[src/rtl/axil_rr_arbiter_if.sv]
// axil_rr_arbiter_if: one AXI4-Lite link (AW, W, B, AR, R channels).
// master modport drives AW/W/AR and the B/R readies; slave modport the rest.
interface axil_rr_arbiter_if #(
   parameter int ADDR_W = 32,
   parameter int DATA_W = 32
);
   logic                awvalid;
   logic [ADDR_W-1:0]   awaddr;
   logic                awready;
   logic                wvalid;
   logic [DATA_W-1:0]   wdata;
   logic [DATA_W/8-1:0] wstrb;
   logic                wready;
   logic                bvalid;
   logic [1:0]          bresp;
   logic                bready;
   logic                arvalid;
   logic [ADDR_W-1:0]   araddr;
   logic                arready;
   logic                rvalid;
   logic [DATA_W-1:0]   rdata;
   logic [1:0]          rresp;
   logic                rready;

   modport master (
      output awvalid, awaddr, wvalid, wdata, wstrb, bready,
      output arvalid, araddr, rready,
      input  awready, wready, bvalid, bresp, arready,
      input  rvalid, rdata, rresp
   );

   modport slave (
      input  awvalid, awaddr, wvalid, wdata, wstrb, bready,
      input  arvalid, araddr, rready,
      output awready, wready, bvalid, bresp, arready,
      output rvalid, rdata, rresp
   );
endinterface

[src/rtl/axil_rr_arbiter.sv]
// axil_rr_arbiter: 2-master -> 1-slave AXI4-Lite round-robin arbiter.
// Ports: ACLK, ARESETn (sync, low), m0/m1 (slave modport), s (master
// modport), grant (owning master), busy (not IDLE).
module axil_rr_arbiter #(
   parameter int ADDR_W = 32,
   parameter int DATA_W = 32
) (
   input  logic              ACLK,
   input  logic              ARESETn,
   axil_rr_arbiter_if.slave  m0,
   axil_rr_arbiter_if.slave  m1,
   axil_rr_arbiter_if.master s,
   output logic              grant,
   output logic              busy
);
   typedef enum logic [2:0] {
      IDLE, WADDR, WRESP, RADDR, RDATA
   } state_t;

   state_t state_q, state_d;
   logic   grant_q, grant_d;
   logic   pri_q, pri_d;
   logic   aw_done_q, aw_done_d;
   logic   w_done_q, w_done_d;

   logic [1:0] wreq, req;
   assign wreq = {m1.awvalid & m1.wvalid, m0.awvalid & m0.wvalid};
   assign req  = wreq | {m1.arvalid, m0.arvalid};

   logic st_waddr, st_wresp, st_raddr, st_rdata;
   assign st_waddr = (state_q == WADDR);
   assign st_wresp = (state_q == WRESP);
   assign st_raddr = (state_q == RADDR);
   assign st_rdata = (state_q == RDATA);

   logic sel_awvalid, sel_wvalid, sel_bready;
   logic sel_arvalid, sel_rready;
   assign sel_awvalid = grant_q ? m1.awvalid : m0.awvalid;
   assign sel_wvalid  = grant_q ? m1.wvalid  : m0.wvalid;
   assign sel_bready  = grant_q ? m1.bready  : m0.bready;
   assign sel_arvalid = grant_q ? m1.arvalid : m0.arvalid;
   assign sel_rready  = grant_q ? m1.rready  : m0.rready;

   logic [ADDR_W-1:0]   sel_awaddr, sel_araddr;
   logic [DATA_W-1:0]   sel_wdata;
   logic [DATA_W/8-1:0] sel_wstrb;
   assign sel_awaddr = grant_q ? m1.awaddr : m0.awaddr;
   assign sel_araddr = grant_q ? m1.araddr : m0.araddr;
   assign sel_wdata  = grant_q ? m1.wdata  : m0.wdata;
   assign sel_wstrb  = grant_q ? m1.wstrb  : m0.wstrb;

   // Gating every valid/ready with ARESETn makes them drop in the
   // same cycle reset is asserted, ahead of the synchronous state reset.
   assign s.awvalid = ARESETn & st_waddr & ~aw_done_q & sel_awvalid;
   assign s.wvalid  = ARESETn & st_waddr & ~w_done_q & sel_wvalid;
   assign s.bready  = ARESETn & st_wresp & sel_bready;
   assign s.arvalid = ARESETn & st_raddr & sel_arvalid;
   assign s.rready  = ARESETn & st_rdata & sel_rready;
   assign s.awaddr  = sel_awaddr;
   assign s.araddr  = sel_araddr;
   assign s.wdata   = sel_wdata;
   assign s.wstrb   = sel_wstrb;

   // Readies stay masked once a channel's beat has gone through, so a
   // master never sees a second handshake on a channel already done.
   logic aw_rdy, w_rdy, b_vld, ar_rdy, r_vld;
   assign aw_rdy = st_waddr & ~aw_done_q & s.awready;
   assign w_rdy  = st_waddr & ~w_done_q & s.wready;
   assign b_vld  = st_wresp & s.bvalid;
   assign ar_rdy = st_raddr & s.arready;
   assign r_vld  = st_rdata & s.rvalid;

   logic own0, own1;
   assign own0 = ARESETn & ~grant_q;
   assign own1 = ARESETn & grant_q;

   assign m0.awready = own0 & aw_rdy;
   assign m0.wready  = own0 & w_rdy;
   assign m0.bvalid  = own0 & b_vld;
   assign m0.arready = own0 & ar_rdy;
   assign m0.rvalid  = own0 & r_vld;
   assign m1.awready = own1 & aw_rdy;
   assign m1.wready  = own1 & w_rdy;
   assign m1.bvalid  = own1 & b_vld;
   assign m1.arready = own1 & ar_rdy;
   assign m1.rvalid  = own1 & r_vld;

   assign m0.bresp = s.bresp;
   assign m1.bresp = s.bresp;
   assign m0.rdata = s.rdata;
   assign m1.rdata = s.rdata;
   assign m0.rresp = s.rresp;
   assign m1.rresp = s.rresp;

   logic aw_hs, w_hs, b_hs, ar_hs, r_hs;
   assign aw_hs = s.awvalid & s.awready;
   assign w_hs  = s.wvalid & s.wready;
   assign b_hs  = s.bvalid & s.bready;
   assign ar_hs = s.arvalid & s.arready;
   assign r_hs  = s.rvalid & s.rready;

   always_comb begin
      state_d   = state_q;
      grant_d   = grant_q;
      pri_d     = pri_q;
      aw_done_d = aw_done_q;
      w_done_d  = w_done_q;
      unique case (state_q)
         IDLE: begin
            if (|req) begin
               grant_d = req[pri_q] ? pri_q : ~pri_q;
               state_d = wreq[grant_d] ? WADDR : RADDR;
            end
         end
         WADDR: begin
            aw_done_d = aw_done_q | aw_hs;
            w_done_d  = w_done_q | w_hs;
            if (aw_done_d & w_done_d) state_d = WRESP;
         end
         WRESP: begin
            if (b_hs) begin
               state_d   = IDLE;
               pri_d     = ~grant_q;
               aw_done_d = 1'b0;
               w_done_d  = 1'b0;
            end
         end
         RADDR: begin
            if (ar_hs) state_d = RDATA;
         end
         RDATA: begin
            if (r_hs) begin
               state_d = IDLE;
               pri_d   = ~grant_q;
            end
         end
         default: state_d = IDLE;
      endcase
   end

   always_ff @(posedge ACLK) begin
      if (!ARESETn) begin
         state_q   <= IDLE;
         grant_q   <= 1'b0;
         pri_q     <= 1'b0;
         aw_done_q <= 1'b0;
         w_done_q  <= 1'b0;
      end else begin
         state_q   <= state_d;
         grant_q   <= grant_d;
         pri_q     <= pri_d;
         aw_done_q <= aw_done_d;
         w_done_q  <= w_done_d;
      end
   end

   assign grant = grant_q;
   assign busy  = (state_q != IDLE);
endmodule

[src/flat_wrapper.sv]
// flat-port wrapper written by rule: the top's interface ports become plain ports
module axil_rr_arbiter_flat 
#(
   parameter int ADDR_W = 32,
   parameter int DATA_W = 32
)
  (ACLK, ARESETn, grant, busy, m0_awvalid, m0_awaddr, m0_wvalid, m0_wdata, m0_wstrb, m0_bready, m0_arvalid, m0_araddr, m0_rready, m0_awready, m0_wready, m0_bvalid, m0_bresp, m0_arready, m0_rvalid, m0_rdata, m0_rresp, m1_awvalid, m1_awaddr, m1_wvalid, m1_wdata, m1_wstrb, m1_bready, m1_arvalid, m1_araddr, m1_rready, m1_awready, m1_wready, m1_bvalid, m1_bresp, m1_arready, m1_rvalid, m1_rdata, m1_rresp, s_awvalid, s_awaddr, s_wvalid, s_wdata, s_wstrb, s_bready, s_arvalid, s_araddr, s_rready, s_awready, s_wready, s_bvalid, s_bresp, s_arready, s_rvalid, s_rdata, s_rresp);
  axil_rr_arbiter_if #(.ADDR_W(ADDR_W), .DATA_W(DATA_W)) m0_i ();
  axil_rr_arbiter_if #(.ADDR_W(ADDR_W), .DATA_W(DATA_W)) m1_i ();
  axil_rr_arbiter_if #(.ADDR_W(ADDR_W), .DATA_W(DATA_W)) s_i ();
  input  logic ACLK;
  input  logic ARESETn;
  output logic grant;
  output logic busy;
  input wire logic [$bits(m0_i.awvalid)-1:0] m0_awvalid;
  input wire logic [$bits(m0_i.awaddr)-1:0] m0_awaddr;
  input wire logic [$bits(m0_i.wvalid)-1:0] m0_wvalid;
  input wire logic [$bits(m0_i.wdata)-1:0] m0_wdata;
  input wire logic [$bits(m0_i.wstrb)-1:0] m0_wstrb;
  input wire logic [$bits(m0_i.bready)-1:0] m0_bready;
  input wire logic [$bits(m0_i.arvalid)-1:0] m0_arvalid;
  input wire logic [$bits(m0_i.araddr)-1:0] m0_araddr;
  input wire logic [$bits(m0_i.rready)-1:0] m0_rready;
  output wire logic [$bits(m0_i.awready)-1:0] m0_awready;
  output wire logic [$bits(m0_i.wready)-1:0] m0_wready;
  output wire logic [$bits(m0_i.bvalid)-1:0] m0_bvalid;
  output wire logic [$bits(m0_i.bresp)-1:0] m0_bresp;
  output wire logic [$bits(m0_i.arready)-1:0] m0_arready;
  output wire logic [$bits(m0_i.rvalid)-1:0] m0_rvalid;
  output wire logic [$bits(m0_i.rdata)-1:0] m0_rdata;
  output wire logic [$bits(m0_i.rresp)-1:0] m0_rresp;
  input wire logic [$bits(m1_i.awvalid)-1:0] m1_awvalid;
  input wire logic [$bits(m1_i.awaddr)-1:0] m1_awaddr;
  input wire logic [$bits(m1_i.wvalid)-1:0] m1_wvalid;
  input wire logic [$bits(m1_i.wdata)-1:0] m1_wdata;
  input wire logic [$bits(m1_i.wstrb)-1:0] m1_wstrb;
  input wire logic [$bits(m1_i.bready)-1:0] m1_bready;
  input wire logic [$bits(m1_i.arvalid)-1:0] m1_arvalid;
  input wire logic [$bits(m1_i.araddr)-1:0] m1_araddr;
  input wire logic [$bits(m1_i.rready)-1:0] m1_rready;
  output wire logic [$bits(m1_i.awready)-1:0] m1_awready;
  output wire logic [$bits(m1_i.wready)-1:0] m1_wready;
  output wire logic [$bits(m1_i.bvalid)-1:0] m1_bvalid;
  output wire logic [$bits(m1_i.bresp)-1:0] m1_bresp;
  output wire logic [$bits(m1_i.arready)-1:0] m1_arready;
  output wire logic [$bits(m1_i.rvalid)-1:0] m1_rvalid;
  output wire logic [$bits(m1_i.rdata)-1:0] m1_rdata;
  output wire logic [$bits(m1_i.rresp)-1:0] m1_rresp;
  output wire logic [$bits(s_i.awvalid)-1:0] s_awvalid;
  output wire logic [$bits(s_i.awaddr)-1:0] s_awaddr;
  output wire logic [$bits(s_i.wvalid)-1:0] s_wvalid;
  output wire logic [$bits(s_i.wdata)-1:0] s_wdata;
  output wire logic [$bits(s_i.wstrb)-1:0] s_wstrb;
  output wire logic [$bits(s_i.bready)-1:0] s_bready;
  output wire logic [$bits(s_i.arvalid)-1:0] s_arvalid;
  output wire logic [$bits(s_i.araddr)-1:0] s_araddr;
  output wire logic [$bits(s_i.rready)-1:0] s_rready;
  input wire logic [$bits(s_i.awready)-1:0] s_awready;
  input wire logic [$bits(s_i.wready)-1:0] s_wready;
  input wire logic [$bits(s_i.bvalid)-1:0] s_bvalid;
  input wire logic [$bits(s_i.bresp)-1:0] s_bresp;
  input wire logic [$bits(s_i.arready)-1:0] s_arready;
  input wire logic [$bits(s_i.rvalid)-1:0] s_rvalid;
  input wire logic [$bits(s_i.rdata)-1:0] s_rdata;
  input wire logic [$bits(s_i.rresp)-1:0] s_rresp;
  assign m0_i.awvalid = m0_awvalid;
  assign m0_i.awaddr = m0_awaddr;
  assign m0_i.wvalid = m0_wvalid;
  assign m0_i.wdata = m0_wdata;
  assign m0_i.wstrb = m0_wstrb;
  assign m0_i.bready = m0_bready;
  assign m0_i.arvalid = m0_arvalid;
  assign m0_i.araddr = m0_araddr;
  assign m0_i.rready = m0_rready;
  assign m0_awready = m0_i.awready;
  assign m0_wready = m0_i.wready;
  assign m0_bvalid = m0_i.bvalid;
  assign m0_bresp = m0_i.bresp;
  assign m0_arready = m0_i.arready;
  assign m0_rvalid = m0_i.rvalid;
  assign m0_rdata = m0_i.rdata;
  assign m0_rresp = m0_i.rresp;
  assign m1_i.awvalid = m1_awvalid;
  assign m1_i.awaddr = m1_awaddr;
  assign m1_i.wvalid = m1_wvalid;
  assign m1_i.wdata = m1_wdata;
  assign m1_i.wstrb = m1_wstrb;
  assign m1_i.bready = m1_bready;
  assign m1_i.arvalid = m1_arvalid;
  assign m1_i.araddr = m1_araddr;
  assign m1_i.rready = m1_rready;
  assign m1_awready = m1_i.awready;
  assign m1_wready = m1_i.wready;
  assign m1_bvalid = m1_i.bvalid;
  assign m1_bresp = m1_i.bresp;
  assign m1_arready = m1_i.arready;
  assign m1_rvalid = m1_i.rvalid;
  assign m1_rdata = m1_i.rdata;
  assign m1_rresp = m1_i.rresp;
  assign s_awvalid = s_i.awvalid;
  assign s_awaddr = s_i.awaddr;
  assign s_wvalid = s_i.wvalid;
  assign s_wdata = s_i.wdata;
  assign s_wstrb = s_i.wstrb;
  assign s_bready = s_i.bready;
  assign s_arvalid = s_i.arvalid;
  assign s_araddr = s_i.araddr;
  assign s_rready = s_i.rready;
  assign s_i.awready = s_awready;
  assign s_i.wready = s_wready;
  assign s_i.bvalid = s_bvalid;
  assign s_i.bresp = s_bresp;
  assign s_i.arready = s_arready;
  assign s_i.rvalid = s_rvalid;
  assign s_i.rdata = s_rdata;
  assign s_i.rresp = s_rresp;
  axil_rr_arbiter #(.ADDR_W(ADDR_W), .DATA_W(DATA_W)) u_core (.ACLK(ACLK), .ARESETn(ARESETn), .m0(m0_i), .m1(m1_i), .s(s_i), .grant(grant), .busy(busy));
endmodule
[config.mk]
export PLATFORM = sky130hd
export DESIGN_NAME = axil_rr_arbiter_flat
export DESIGN_NICKNAME = d
export VERILOG_FILES = /design/src/rtl/axil_rr_arbiter_if.sv /design/src/rtl/axil_rr_arbiter.sv /design/src/flat_wrapper.sv
export SDC_FILE = /design/constraint.sdc
export NUM_CORES = 1
export LEC_CHECK = 0
export CORE_AREA = 2 2 172 174
export DETAILED_ROUTE_END_ITERATION = 7
export DIE_AREA = 0 0 174 176
export REMOVE_ABC_BUFFERS = 1
export SLEW_MARGIN = 20
export SYNTH_ARGS = -nofsm -noshare
export SYNTH_HDL_FRONTEND = slang
export SYNTH_SLANG_ARGS = --single-unit
[constraint.sdc]
create_clock -name ACLK -period 2.01 [get_ports ACLK]
set_clock_uncertainty 0.1 [all_clocks]
set_input_delay 0.5025 -clock ACLK [delete_from_list [all_inputs] [get_ports ACLK]]
set_output_delay 0.5025 -clock ACLK [all_outputs]
set_load 0.02 [all_outputs]
==> After elaboration in Yosys (flattened, before gate mapping) <==
Cells that the tools add are included.
{ "op_classes": {"div_mod_pow": 0, "bitwise": 45, "muxes": 27, "magnitude_cmp": 2, "shifts": 0, "reduce_logical": 9, "n_eq_ne": 9, "add_sub_neg": 0, "n_mul": 0} }
{ "ops": {"columns": ["op", "count"], "rows": [
  ["$mux 32", 3],
  ["$and 1x1->1", 38],
  ["$mux 3", 5],
  ["$pmux 3 s5", 1],
  ["$mux 1", 13],
  ["$ne 2x2->1 const B", 4],
  ["$eq 3x2->1 const B", 2],
  ["$pmux 1 s2", 3],
  ["$reduce_and 5->1", 1],
  ["$lt 1x2->1 const B", 2],
  ["$mux 4", 1],
  ["$not 1->1", 4],
  ["$reduce_and 2->1", 2],
  ["$reduce_bool 2->1", 2],
  ["$eq 3x1->1 const B", 1],
  ["$eq 3x3->1 const B", 1],
  ["$logic_not 3->1", 1],
  ["$reduce_and 3->1", 1],
  ["$reduce_bool 3->1", 1],
  ["$mux 2", 1],
  ["$ne 2x1->1 const B", 1],
  ["$or 1x1->1", 2],
  ["$or 2x2->2", 1],
  ["$reduce_or 2->1", 1]
]} }
{ "totals": {"latchBits": 0, "ram_bits": 0, "n_memories": 0, "reg_bits": 7, "output_inout_bits": 189, "rom_bits": 0} }

==> Logic depth before layout (Yosys ltp) <==
Gate-level depths: netlist of the first run.
{ "logic_depth": {"word_depth": 10, "mapped_depth": 5, "mapped_depth_nobuf": 4} }

==> Least setup slack after synthesis of the first run <==
OpenSTA, ideal clock, no wires.
{ "synth_timing": {"path_type": "reg-to-output", "start": "register u_core.grant_q, in the netlist u_core.grant", "end": "output port m1_arready", "arrival_ns": 1.687, "path_buffers": 3, "t_required_ns": 1.407, "setup_slack_ns": -0.279, "path_stages_with_launch": 6, "path_cell_list": "dfxtp_1 -> buf_6 -> clkbuf_1 -> clkbuf_1 -> nand2_1 -> nor2_1"} }
{ "synth_between": {"elab_chain_cells": 2} }
{ "synth_rtl": {"columns": ["item", "line", "text"], "rows": [
  ["start, declared", "axil_rr_arbiter.sv:21", "logic grant_q, grant_d;"],
  ["start signal, assigned", "axil_rr_arbiter.sv:150", "grant_q <= grant_d;"],
  ["$and 1x1->1", "axil_rr_arbiter.sv:75", "assign own1 = ARESETn & grant_q;"],
  ["$and 1x1->1", "axil_rr_arbiter.sv:85", "assign m1.arready = own1 & ar_rdy;"],
  ["end, declared", "flat_wrapper.sv:45", "output wire logic [$bits(m1_i.arready)-1:0] m1_arready;"]
]} }
No other way between the ends.

==> Worst setup path after layout of the first run <==
{ "layout_timing": {"start": "register u_core.grant_q, in the netlist u_core.grant", "end": "output port s_wdata[17]"} }
{ "layout_between": {"elab_chain_cells": 1} }
{ "layout_rtl": {"columns": ["item", "line", "text"], "rows": [
  ["$mux 32", "axil_rr_arbiter.sv:49", "assign sel_wdata = grant_q ? m1.wdata : m0.wdata;"],
  ["end, declared", "flat_wrapper.sv:52", "output wire logic [$bits(s_i.wdata)-1:0] s_wdata;"]
]} }
No other way between the ends.

==> flow_summary.yaml, run 1 <==
outcome:
  outcome: "complete, but fails checks"
  violations: "negative setup slack"
route:
  drc: 0
  vias_per_cell: 3.46
  via_count: 3404
  drt_wl_total_mm: 21.7
  antenna_left: 0
  drtIter0Drc: 102
  wl_per_cell_um: 22.1
  firstDrtPassIters: 4
placed_design:
  dp_cells: 947
  dp_slack_ns: -0.697
  io_buffers: 333
  hpwlAfterDp_mm: 19.0
  placed_area_mm2: 0.00608
  gp_congestion: 0.808
clocking:
  ctsHtreeMaxLevel: 1
  numCtsBuffers: 3
  path_clk_slew_ns: 0.04
  cts.path.max_buffers: 2
  cts_tree: "built"
  cts_num_sinks: 7
  cts-root-buf: "clkbuf_16"
  cts-hold-fix-buffers: 0
  clkLatencyLatePin_ns: 0.23
min_path:
  hold_class: "reg2reg"
setup_path:
  timing.rr.start: "u_core.grant"
  path_cells: "buf_12 -> buf_12 -> buf_12 -> mux2_4 -> buf_12"
  critPathArrivalTime_ns: 1.55
  cp_top_family: "buffers and inverters"
  slowest_stage: "dfxtp_4"
  rr_worst_depth: 6
  crit_type: "reg2out"
  cp.depth: 5
  r2r_end: "u_core.state_q[0]"
  crit_end: "s_wdata[17]"
  start_kind: "register"
  crit_path_max_fanout: 7
  path_buf_inv: 4
  cp-end-kind: "primary output"
  cp_common_cell: "buf_12"
  max_stage_delay_ns: 0.41
  rrSetupSlack_ns: 0.01
  setup.worst_path.start: "u_core.grant"
  crit_required_ns: 1.41
layout:
  final_common_cell: "clkdlybuf4s50_1"
  num_antenna_cells: 0
  final_util_pct: 25.1
  fillers: 3109
  fin_cells: 983
  area_delta_synth_final_pct: 205
  final_area_mm2: 0.00718
  fin_nets: 853
  multiInputGateArea_mm2: 0.00206
  drive_above_1_share_pct: 55.9
  regArea_um2: 150
  layout_common_cells: "clkdlybuf4s50_1 (203), buf_6 (101), mux2_4 (85)"
logic_synthesis:
  synth_compound_area_share_pct: 6.49
  ys_ff_latch: 7
  ys_types: 36
  synthXorXnorAreaFrac_pct: 0
  synth_ff_type: "dfxtp_1"
  ys_warn_count: 0
  syn_avg_cell_area_um2: 8.68
  netlist_area_mm2: 0.00235
  async_reset_ff_share_pct: 0
  synth_mux_area_share_pct: 50.8
  synth_top_family_by_area: "multiplexers"
  yosysSeqAreaShare_pct: 5.95
  synthCells: 271
  synth_adder_area_share_pct: 0
  synth_edf_count: 0
  synth-simple-area-share_pct: 10.5
power:
  p_switching_w: 0.00210
  leakage_nw: 3.09
  netSwitchingFraction_pct: 39.1
  p_per_area_mw_per_mm2: 748
  combPwrFrac_pct: 89.4
  seq_power_share_pct: 4.3
  p_clk_share_pct: 6.2
  ir_drop_v: 0.000285
  p_int_w: 0.00327
global_route:
  track_usage_pct: 13.2
  grt_pass1_vias: 3704
  grt_pass1_wl_mm: 28.2
  grt_antenna_before_repair: 1
  overflow: 0
  grt_max_degree: 14
sta:
  setup_ws_ns: -0.146
  tightest_slew_ns: 0.427
  relSlewSlack_pct: 71.4
  min_period_ns: 2.16
  fmax_ghz: 0.464
  finalSetupViolCount: 92
  period_share_pct: 107
  grt_setup_unrepaired: "yes"
  holdWs_ns: 0.415
  hold_violations: 0
  slew_viol_final: 0
die:
  start_util_pct: 8.24
  die_w_um: 174
  die_area_mm2: 0.0306
  core_area_mm2: 0.0285
  rows: 62
  die_h_um: 176
  ios: 442
run:
  drv_cap: 0
## cell usage after synthesis, types with 2 or more instances
library cell,count,share of area [%]
o21ai_0,2,0.43
nand2b_1,2,0.53
a211oi_1,2,0.64
o21ai_1,2,0.43
nor2_1,17,2.7
a21oi_1,5,1.1
nor3b_1,2,0.64
or3b_2,3,1.1
buf_2,5,1.1
inv_1,2,0.32
and3b_1,2,0.74
nand2_1,10,1.6
and2_1,2,0.53
dfxtp_1,7,6.0
clkbuf_1,9,1.4
buf_4,72,23
mux2_2,103,49
and3_1,6,1.6
## layer usage
layer  up-vias  GRT usage [%]  wire length (µm)
li1       1545              -                 -
met1      1555           14.2              7800
met2       292           18.5              8800
met3        12           14.0              4940
met4         0          0.735               198
met5         -           1.28                 0
## kinds of logic (layout without fill, tap and decap cells)
family                 Yosys count  after routing
AO/OA/AOI/OAI                   22             22
buffers and inverters           89            417
flip-flops                       7              7
multiplexers                   106            106
AND/OR/NAND/NOR                 47             47
## power by group through the flow
stage,combinational [W],sequential (W),clock [W]
detailed placement,0.00375,0.000213,0
global placement,0.00375,0.000211,0
CTS,0.00458,0.000226,0.000341
global route,0.00507,0.000241,0.000353
finish,0.00480,0.000232,0.000336
floorplan,0.00145,0.000375,0
## worst min-delay path, cell delays in order, from the launching register on
cell,delay (ns)
dfxtp_1,0.34
nand2_1,0.07
mux2i_1,0.06
## timing repair
action | in CTS | in global routing
endpoints found under the setup margin | 121 | 117
buffers inserted | 24 | 8
gates resized for setup | 580 | 108
pin swaps | 14 | 13
gates cloned | 4 | 0
## stage by stage
stage | setup TNS [ns] | total power (W)
detailed placement | -33.22 | 0.00396
finish | -6.54 | 0.00537
floorplan | -240.83 | 0.00183
global placement | -33.25 | 0.00396
global route | -11.40 | 0.00567
CTS | -9.25 | 0.00515
## registers in the layout, summed over array words and instances (netlist names)
register,count
u_core.aw_done_q,1
u_core.grant,1
u_core.pri_q,1
u_core.state_q,3
u_core.w_done_q,1
## how the worst min path moves through the flow
stage                          start               end  slack, ns  cells after the start
floorplan           u_core.aw_done_q  u_core.aw_done_q       0.35                      2
global placement    u_core.aw_done_q  u_core.aw_done_q       0.38                      2
detailed placement  u_core.aw_done_q  u_core.aw_done_q       0.39                      2
CTS                     u_core.pri_q      u_core.pri_q       0.41                      2
global route            u_core.pri_q      u_core.pri_q       0.47                      2
finish                  u_core.pri_q      u_core.pri_q       0.41                      2
## area by class of cell
| type | instances | area share, % |
|---|---|---|
| Inverter | 2 | 0.105 |
| Timing Repair Buffer | 411 | 61.3 |
| Sequential cell | 7 | 2.09 |
| Clock inverter | 1 | 0.0697 |
| Clock buffer | 3 | 1.05 |
| Tap cell | 384 | 6.70 |
| Multi-Input combinational cell | 175 | 28.7 |
Power figures use the tool's default switching activity.
==> run 2: changes to the inputs <==
REMOVE_ABC_BUFFERS = unset   (was 1)
SETUP_SLACK_MARGIN = 0.2   (was unset)
==> run 2 against run 1 <==
Against the previous run:
- the flow still finishes with violations (negative setup slack)
- critical path type unchanged
- largest power group unchanged
- flip-flop and latch count did not move
- sequential power decreased by 8%
- maximum frequency fell by 2.2%
==> flow_summary.yaml, run 2 (same netlist as run 1, synthesis figures left out) <==
sta:
  slew_viol_final: 0
  finalSetupViolCount: 102
  period_share_pct: 110
  fmax_ghz: 0.453
  hold_violations: 0
  setup_ws_ns: -0.196
  min_period_ns: 2.21
  tightest_slew_ns: 0.427
  relSlewSlack_pct: 71.2
  grt_setup_unrepaired: "yes"
die:
  ios: 442
  start_util_pct: 8.24
  rows: 62
  core_area_mm2: 0.0285
  die_area_mm2: 0.0306
  die_w_um: 174
  die_h_um: 176
route:
  antenna_left: 0
  vias_per_cell: 3.37
  firstDrtPassIters: 4
  via_count: 3380
  drc: 0
  drt_wl_total_mm: 16.1
  wl_per_cell_um: 16.0
  drtIter0Drc: 45
clocking:
  cts-hold-fix-buffers: 0
  cts-root-buf: "clkbuf_16"
  ctsHtreeMaxLevel: 1
  cts.path.max_buffers: 2
  numCtsBuffers: 3
  clkLatencyLatePin_ns: 0.23
  cts_num_sinks: 7
  cts_tree: "built"
  path_clk_slew_ns: 0.04
global_route:
  track_usage_pct: 9.07
  grt_max_degree: 17
  overflow: 0
  grt_antenna_before_repair: 0
  grt_pass1_wl_mm: 21.3
  grt_pass1_vias: 3655
outcome:
  violations: "negative setup slack"
  outcome: "complete, but fails checks"
placed_design:
  placed_area_mm2: 0.00609
  dp_slack_ns: -0.550
  io_buffers: 333
  gp_congestion: 0.702
  hpwlAfterDp_mm: 11.9
  dp_cells: 939
layout:
  final_common_cell: "clkdlybuf4s50_1"
  regMostFlops: "u_core.state_q"
  num_antenna_cells: 0
  area_delta_synth_final_pct: 227
  final_area_mm2: 0.00769
  layout_common_cells: "clkdlybuf4s50_1 (200), buf_6 (158), mux2_4 (104)"
  fin_nets: 872
  drive_above_1_share_pct: 59.1
  largest_register_ffs: 3
  fin_cells: 1002
power:
  leakage_nw: 3.28
  ir_drop_v: 0.000298
  p_per_area_mw_per_mm2: 750
min_path:
  hp-start: "u_core.pri_q"
  hold_depth: 2
  hold_class: "reg2reg"
  min_to: "u_core.pri_q"
setup_path:
  r2r_end: "u_core.state_q[0]"
  rrSetupSlack_ns: -0.04
  cp-end-kind: "primary output"
  crit_type: "reg2out"
  timing.rr.start: "u_core.grant"
  rr_worst_depth: 8
  crit_required_ns: 1.41
  critPathArrivalTime_ns: 1.60
  crit_path_max_fanout: 2
  start_kind: "register"
run:
  drv_cap: 0
logic_synthesis:
  mappedNetlistNets: 524
-- run 2: cell types whose count changed in the layout (fill, tap and decap cells not counted), sizes merged, moves of 2 or more --
cell | previous run | this run
buf | 194 | 209
clkdlybuf4s50 | 203 | 200
clkbuf | 4 | 7
dlygate4sd2 | 7 | 14
dlymetal6s2s | 6 | 2
clkdlybuf4s15 | 0 | 2
-- run 2: worst max-delay path by stage --
stage          slack, ns     endpoint              start
2_1_floorplan       0.14  s_araddr[0]       u_core.grant
3_3_place_gp       -0.54    s_arvalid         m0_arvalid
3_5_place_dp       -0.55    s_arvalid         m0_arvalid
4_1_cts            -0.22    s_awvalid  u_core.state_q[1]
5_1_grt            -0.25    m0_wready  u_core.state_q[2]
6_report           -0.20    m0_wready  u_core.state_q[2]
-- run 2: metrics by stage --
step / util [%] / TNS (ns) / total power (W) / hold WS, ns
6_report: 26.9 / -6.11 / 0.00577 / 0.416
5_1_grt: 26.9 / -10.26 / 0.00603 / 0.462
4_1_cts: 23.7 / -6.40 / 0.00484 / 0.414
3_5_place_dp: 21.3 / -37.17 / 0.00369 / 0.375
3_3_place_gp: 21.3 / -36.95 / 0.00368 / 0.370
2_1_floorplan: - / 0 / 0.00223 / 0.351
-- run 2: repair_timing --
action / CTS / global route
setup endpoints to repair: 122 / 121
pin swaps: 20 / 13
buffers inserted: 31 / 22
gates resized for setup: 633 / 201
cloned: 4 / 2
-- run 2: critical path, stage by stage (launching register included) --
cell and delay (ns):
dfxtp_2 0.31, or3b_4 0.40, nor2_2 0.16, nand2_2 0.12
nor2_4 0.11, clkdlybuf4s15_2 0.27
-- run 2: power breakdown --
group	total, W	internal, W	switching [W]	leakage [nW]
Combinational	0.00521	0.00318	0.00202	3.18
Sequential	0.000214	0.000181	0.0000331	0.0592
Clock	0.000344	0.000264	0.0000794	0.0382
-- run 2: metal layers --
metal	GRT usage [%]	up-vias	share of wire (%)
met3	2.41	26	8.3
met5	0	-	0
met4	2.91	0	1.9
li1	-	1589	-
met2	16.0	232	51
met1	10.7	1533	39
-- run 2: layout make-up --
type | instances | area (µm²)
inverter | 2 | 7.51
sequential | 7 | 148
timing repair buffer | 430 | 4760
clock buffer | 4 | 78.8
multi-input combinational | 175 | 2220
tap | 384 | 480
fill | 3032 | 20900
